<file path="config.mk">
export PLATFORM = sky130hd
export DESIGN_NAME = uart_rx
export DESIGN_NICKNAME = d
export VERILOG_FILES = /design/src/rtl/uart_rx.sv
export SDC_FILE = /design/constraint.sdc
export NUM_CORES = 1
export LEC_CHECK = 0
export CORE_UTILIZATION = 30
export DETAILED_ROUTE_END_ITERATION = 6
export GPL_TIMING_DRIVEN = 0
export PLACE_DENSITY = 0.56
export SLEW_MARGIN = 20
export SYNTH_ARGS = -nofsm -noshare
export SYNTH_HDL_FRONTEND = slang
export SYNTH_SLANG_ARGS = --single-unit
</file>
<file path="constraint.sdc">
create_clock -name clk -period 4.5 [get_ports clk]
set_input_delay 0.9 -clock clk [delete_from_list [all_inputs] [get_ports clk]]
set_output_delay 0.9 -clock clk [all_outputs]
set_load 0.02 [all_outputs]
</file>
<file path="src/rtl/uart_rx.sv">
// uart_rx: 8N1 UART receiver with 16x oversampling and mid-bit sampling.
// The line is double-flopped, a start edge aligns the sample phase, start-bit
// glitches are rejected at the start-bit midpoint, and a low stop bit raises a
// framing-error pulse instead of delivering a byte.
module uart_rx #(
  parameter int CLK_HZ     = 50000000,
  parameter int BAUD       = 115200,
  parameter int OVERSAMPLE = 16
) (
  input  logic       clk,
  input  logic       rst_n,
  input  logic       rx,
  output logic [7:0] rx_data,
  output logic       rx_done,
  output logic       frame_err,
  output logic       busy
);

  // Clocks per oversample tick, rounded to nearest and never below one.
  localparam int DIV_RAW = (CLK_HZ + BAUD * OVERSAMPLE / 2) / (BAUD * OVERSAMPLE);
  localparam int DIV     = (DIV_RAW < 1) ? 1 : DIV_RAW;
  localparam int TW      = (DIV > 1) ? $clog2(DIV) : 1;
  localparam int SW      = $clog2(OVERSAMPLE);

  localparam logic [TW-1:0] TICK_LAST = TW'(DIV - 1);
  localparam logic [SW-1:0] MID_LAST  = SW'(OVERSAMPLE / 2 - 1);
  localparam logic [SW-1:0] BIT_LAST  = SW'(OVERSAMPLE - 1);

  typedef enum logic [2:0] {
    IDLE      = 3'd0,
    START     = 3'd1,
    DATA      = 3'd2,
    STOP      = 3'd3,
    WAIT_HIGH = 3'd4
  } state_t;

  state_t          state_r;
  logic [1:0]      sync_r;
  logic            rx_s;
  logic [TW-1:0]   tick_cnt_r;
  logic            tick_s;
  logic [SW-1:0]   sample_cnt_r;
  logic [2:0]      bit_idx_r;
  logic [7:0]      shift_r;
  logic [7:0]      rx_data_r;
  logic            rx_done_r;
  logic            frame_err_r;
  logic            busy_r;

  assign rx_s      = sync_r[1];
  assign tick_s    = (tick_cnt_r == TICK_LAST);
  assign rx_data   = rx_data_r;
  assign rx_done   = rx_done_r;
  assign frame_err = frame_err_r;
  assign busy      = busy_r;

  // Two-flop synchroniser for the asynchronous serial line (idles high).
  always_ff @(posedge clk) begin
    if (!rst_n) begin
      sync_r <= 2'b11;
    end else begin
      sync_r <= {sync_r[0], rx};
    end
  end

  // Oversample tick divider, held at zero in IDLE so sampling is phase-aligned to the start edge.
  always_ff @(posedge clk) begin
    if (!rst_n) begin
      tick_cnt_r <= {TW{1'b0}};
    end else if (state_r == IDLE) begin
      tick_cnt_r <= {TW{1'b0}};
    end else if (tick_s) begin
      tick_cnt_r <= {TW{1'b0}};
    end else begin
      tick_cnt_r <= tick_cnt_r + TW'(1);
    end
  end

  // Receive FSM with registered byte, strobes and busy flag.
  always_ff @(posedge clk) begin
    if (!rst_n) begin
      state_r      <= IDLE;
      sample_cnt_r <= {SW{1'b0}};
      bit_idx_r    <= 3'd0;
      shift_r      <= 8'h00;
      rx_data_r    <= 8'h00;
      rx_done_r    <= 1'b0;
      frame_err_r  <= 1'b0;
      busy_r       <= 1'b0;
    end else begin
      rx_done_r   <= 1'b0;
      frame_err_r <= 1'b0;
      case (state_r)
        IDLE: begin
          sample_cnt_r <= {SW{1'b0}};
          bit_idx_r    <= 3'd0;
          if (!rx_s) begin
            state_r <= START;
            busy_r  <= 1'b1;
          end else begin
            busy_r  <= 1'b0;
          end
        end
        START: begin
          if (tick_s) begin
            if (sample_cnt_r == MID_LAST) begin
              sample_cnt_r <= {SW{1'b0}};
              bit_idx_r    <= 3'd0;
              if (!rx_s) begin
                state_r <= DATA;
              end else begin
                // Line went back high before mid-bit: treat as a glitch.
                state_r <= IDLE;
                busy_r  <= 1'b0;
              end
            end else begin
              sample_cnt_r <= sample_cnt_r + SW'(1);
            end
          end
        end
        DATA: begin
          if (tick_s) begin
            if (sample_cnt_r == BIT_LAST) begin
              sample_cnt_r <= {SW{1'b0}};
              shift_r      <= {rx_s, shift_r[7:1]};
              bit_idx_r    <= bit_idx_r + 3'd1;
              if (bit_idx_r == 3'd7) begin
                state_r <= STOP;
              end
            end else begin
              sample_cnt_r <= sample_cnt_r + SW'(1);
            end
          end
        end
        STOP: begin
          if (tick_s) begin
            if (sample_cnt_r == BIT_LAST) begin
              sample_cnt_r <= {SW{1'b0}};
              if (rx_s) begin
                rx_data_r <= shift_r;
                rx_done_r <= 1'b1;
                state_r   <= IDLE;
                busy_r    <= 1'b0;
              end else begin
                frame_err_r <= 1'b1;
                state_r     <= WAIT_HIGH;
              end
            end else begin
              sample_cnt_r <= sample_cnt_r + SW'(1);
            end
          end
        end
        WAIT_HIGH: begin
          // A held-low line (break) must not be mistaken for a new start bit.
          if (rx_s) begin
            state_r <= IDLE;
            busy_r  <= 1'b0;
          end
        end
        default: begin
          state_r      <= IDLE;
          sample_cnt_r <= {SW{1'b0}};
          bit_idx_r    <= 3'd0;
          busy_r       <= 1'b0;
        end
      endcase
    end
  end

endmodule

</file>
==> run_results.csv <==
group,metric,value,unit
timing,fin_tns_setup,0,ns
timing,fin_crit,2.142,ns
placement,portBuffers,12,
floorplanning,die_y,74.46,µm
setup_path,cp_max_fo,3,
route,vias,1213,
placement,place_hpwl,2102,µm
synthesis,ys_types,37,
power,p_int,0.5126,mW
route,vias_per_cell,4.665,
setup_path,path_class,"register to output port",
placement,gp_congestion,0.7659,
final_layout,multi_input_area,800.8,µm²
clock_tree,post-cts-setup-buffers,0,
synthesis,synthXorXnorAreaFrac,2.780,%
clock_tree,root_buffer,"clkbuf_8",
setup_path,worstPathCellList,"clkdlybuf4s50_1",
synthesis,synthMuxAreaShare,10.17,%
clock_tree,ctsHoldBuffers,0,
final_layout,fillers,548,
power,p_per_area,362.4,nW/µm²
placement,preCtsSetupSlack,2.376,ns
global_routing,grt_pass1_vias,1163,
final_layout,final_cell_mix,"36 x dfxtp_1, 30 x nor2_1, 16 x mux2i_1",
global_routing,grt_max_degree,13,
route,wire_per_inst,11.72,µm
synthesis,ys_ff_latch,36,
final_layout,final_cells,260,
timing,fin_ws,2.358,ns
synthesis,synth_top_family_by_area,"simple AND/OR/NAND/NOR gates",
timing,final.setup_skew,0.005675,ns
route,wl,3047,µm
synthesis,yosysWarnings,0,
synthesis,synth.area.top_cells,"dfxtp_1 46%, mux2i_1 10%, nor2_1 7.1%",
timing,report.final.slew_viol_count,0,
route,drcViolationCount,0,
timing,worst_pin_slew,0.5175,ns
global_routing,grt_usage,12.96,%
timing,hold_viol,0,
synthesis,netlist_instances,170,
job,maxCapViolations,0,
final_layout,nets,197,
power,power.leakage,0.7530,nW
power,total_power,0.6865,mW
synthesis,avgSynthCellArea,9.266,µm²
final_layout,area_delta_synth_final,20.25,%
clock_tree,clock_path_buffers,2,
timing,post-route-period-util,47.60,%
synthesis,synth_area,1575,µm²
power,p_comb_share,10.8,%
power,power.switching,0.1739,mW
power,power_frac_seq,47.7,%
final_layout,drive_gt1_share,10.53,%
final_layout,final_common_cell,"dfxtp_1",
synthesis,synth_top_area_cell,"dfxtp_1",
timing,relSlewSlack,65.50,%
run_status,status,"finished, final reports clean",
floorplanning,die_x,74.46,µm
global_routing,grt_overflow_total,0,
floorplanning,rows,26,
route,drt_iter0_markers,27,
synthesis,synth_simple_gate_area_share,24.31,%
setup_path,critPathRequiredTime,3.60,ns
setup_path,path_buf_inv,1,
power,clkPwrFrac,41.6,%
synthesis,ys_seq_area_share,45.75,%
final_layout,num_antenna_cells,0,
power,peakVddDrop,0.0001538,V
setup_path,cp.arrival,1.24,ns
setup_path,crit_slowest_cell,"clkdlybuf4s50_1",
route,dr.pass1.iters,4,
synthesis,synth_top_area_share,45.75,%
clock_tree,cts_made_buffers,5,
synthesis,synth_compound_area_share,9.611,%
placement,dp_cells,252,
power,p_sw_share,25.33,%
timing,grt_setup_unrepaired,"false",
setup_path,critical-path-max-stage-delay,0.61,ns
floorplanning,dieArea,5544,µm²
floorplanning,initial_core_util,31.04,%
clock_tree,cts-resized-gates,0,
final_layout,regArea,720.7,µm²
floorplanning,io_pins,14,
clock_tree,cts_tree,"built",
timing,setup_violations,0,
route,postRouteAntennaNets,0,
global_routing,antenna_found_initial,0,
setup_path,cp-end-kind,"output port",
clock_tree,clk_latency,0.29,ns
synthesis,syn_nets,178,
final_layout,final_core_util,37.33,%
clock_tree,htreeDepth,2,
setup_path,crit_family,"buffers and inverters",
clock_tree,path_clk_slew,0.08,ns
setup_path,cp-start-kind,"register",
global_routing,grt_pass1_wl,5395,µm
synthesis,synthAdderAreaFrac,3.971,%
timing,fmax,466.9,MHz
worst_hold_path,hp-class,"register to register",
clock_tree,clkSinkCount,36,
floorplanning,fp.coreArea,5075,µm²
==> synth_stat cells <==
cell type and n:
ha_1 5, o21ai_1 1, nand2_1 7, o21ai_0 7, nand2b_1 4, a21oi_1 10
buf_2 4, nor2b_1 1, a2bb2oi_1 1, nor4_1 1, dfxtp_1 36, xnor2_1 1
or4_1 2, nor3b_1 1, or2_2 1, and2_1 1, nand3_1 10, a22oi_1 1
o32ai_1 1, buf_6 1, nand4_1 1, nand3b_1 1, nor3_1 4, a21oi_2 1
mux2i_1 16, o221ai_2 1, clkbuf_1 3, or3_1 2, nor2_1 30, and4b_1 1
or2_1 1, inv_1 3, xor2_1 4, nor2_4 2, nand4b_4 1, a31oi_1 2
nor4_2 1
==> metrics by stage <==
step | area, µm² | hold WS (ns)
detailed placement | 1783 | 0.3968
CTS | 1894 | 0.4173
finish | 1894 | 0.4130
global placement | 1783 | 0.3904
global route | 1894 | 0.4215
floorplan | 1575 | 0.3863
==> power by group through the flow <==
stage / clock (mW) / combinational (mW) / sequential (mW)
global route: 0.304 / 0.0852 / 0.328
floorplan: 0 / 0.0562 / 0.334
detailed placement: 0 / 0.0734 / 0.335
global placement: 0 / 0.0721 / 0.335
finish: 0.285 / 0.0740 / 0.327
CTS: 0.294 / 0.0738 / 0.327
==> layout make-up <==
cell class,instances,share of cell area [%]
sequential,36,38.04
clock inverter,3,2.246
clock buffer,5,3.633
timing repair buffer,12,6.341
buffer,8,2.246
tap,70,4.624
multi-input combinational,123,42.27
inverter,3,0.5945
==> cell families (layout without fill, tap and decap cells) <==
group,Yosys count,after routing
flops,36,36
compound gates,25,25
mux,16,16
xor+xnor,5,5
fa+ha+maj,5,5
simple gates,72,72
buf+inv,11,31
==> path summary, 6_finish.rpt <==
check                               startpoint                      end  slack (ns)  depth (start not counted)
setup reg to reg  sample_cnt_r[0]$_SDFFE_PN0P_  state_r[1]$_SDFFE_PN0P_        2.59                          6
setup / recovery             busy$_SDFFE_PN0P_                     busy        2.36                          1
hold reg to reg           sync_r[0]$_SDFF_PN1_     sync_r[1]$_SDFF_PN1_        0.41                          1
hold / removal            sync_r[0]$_SDFF_PN1_     sync_r[1]$_SDFF_PN1_        0.41                          1
==> state kept, by name (all words and copies together) (netlist names) <==
register      cells
bit_idx_r         3
frame_err         1
sync_r            2
shift_r           8
tick_cnt_r        5
busy              1
rx_done           1
state_r           3
sample_cnt_r      4
rx_data           8
==> routing by layer <==
metal | global-route usage [%] | part of all wire, %
met5 | 0 | 0
met4 | 5.660 | 1.9
met3 | 4.065 | 2.3
met2 | 19.82 | 47
met1 | 16.76 | 48
Power figures use the tool's default switching activity.
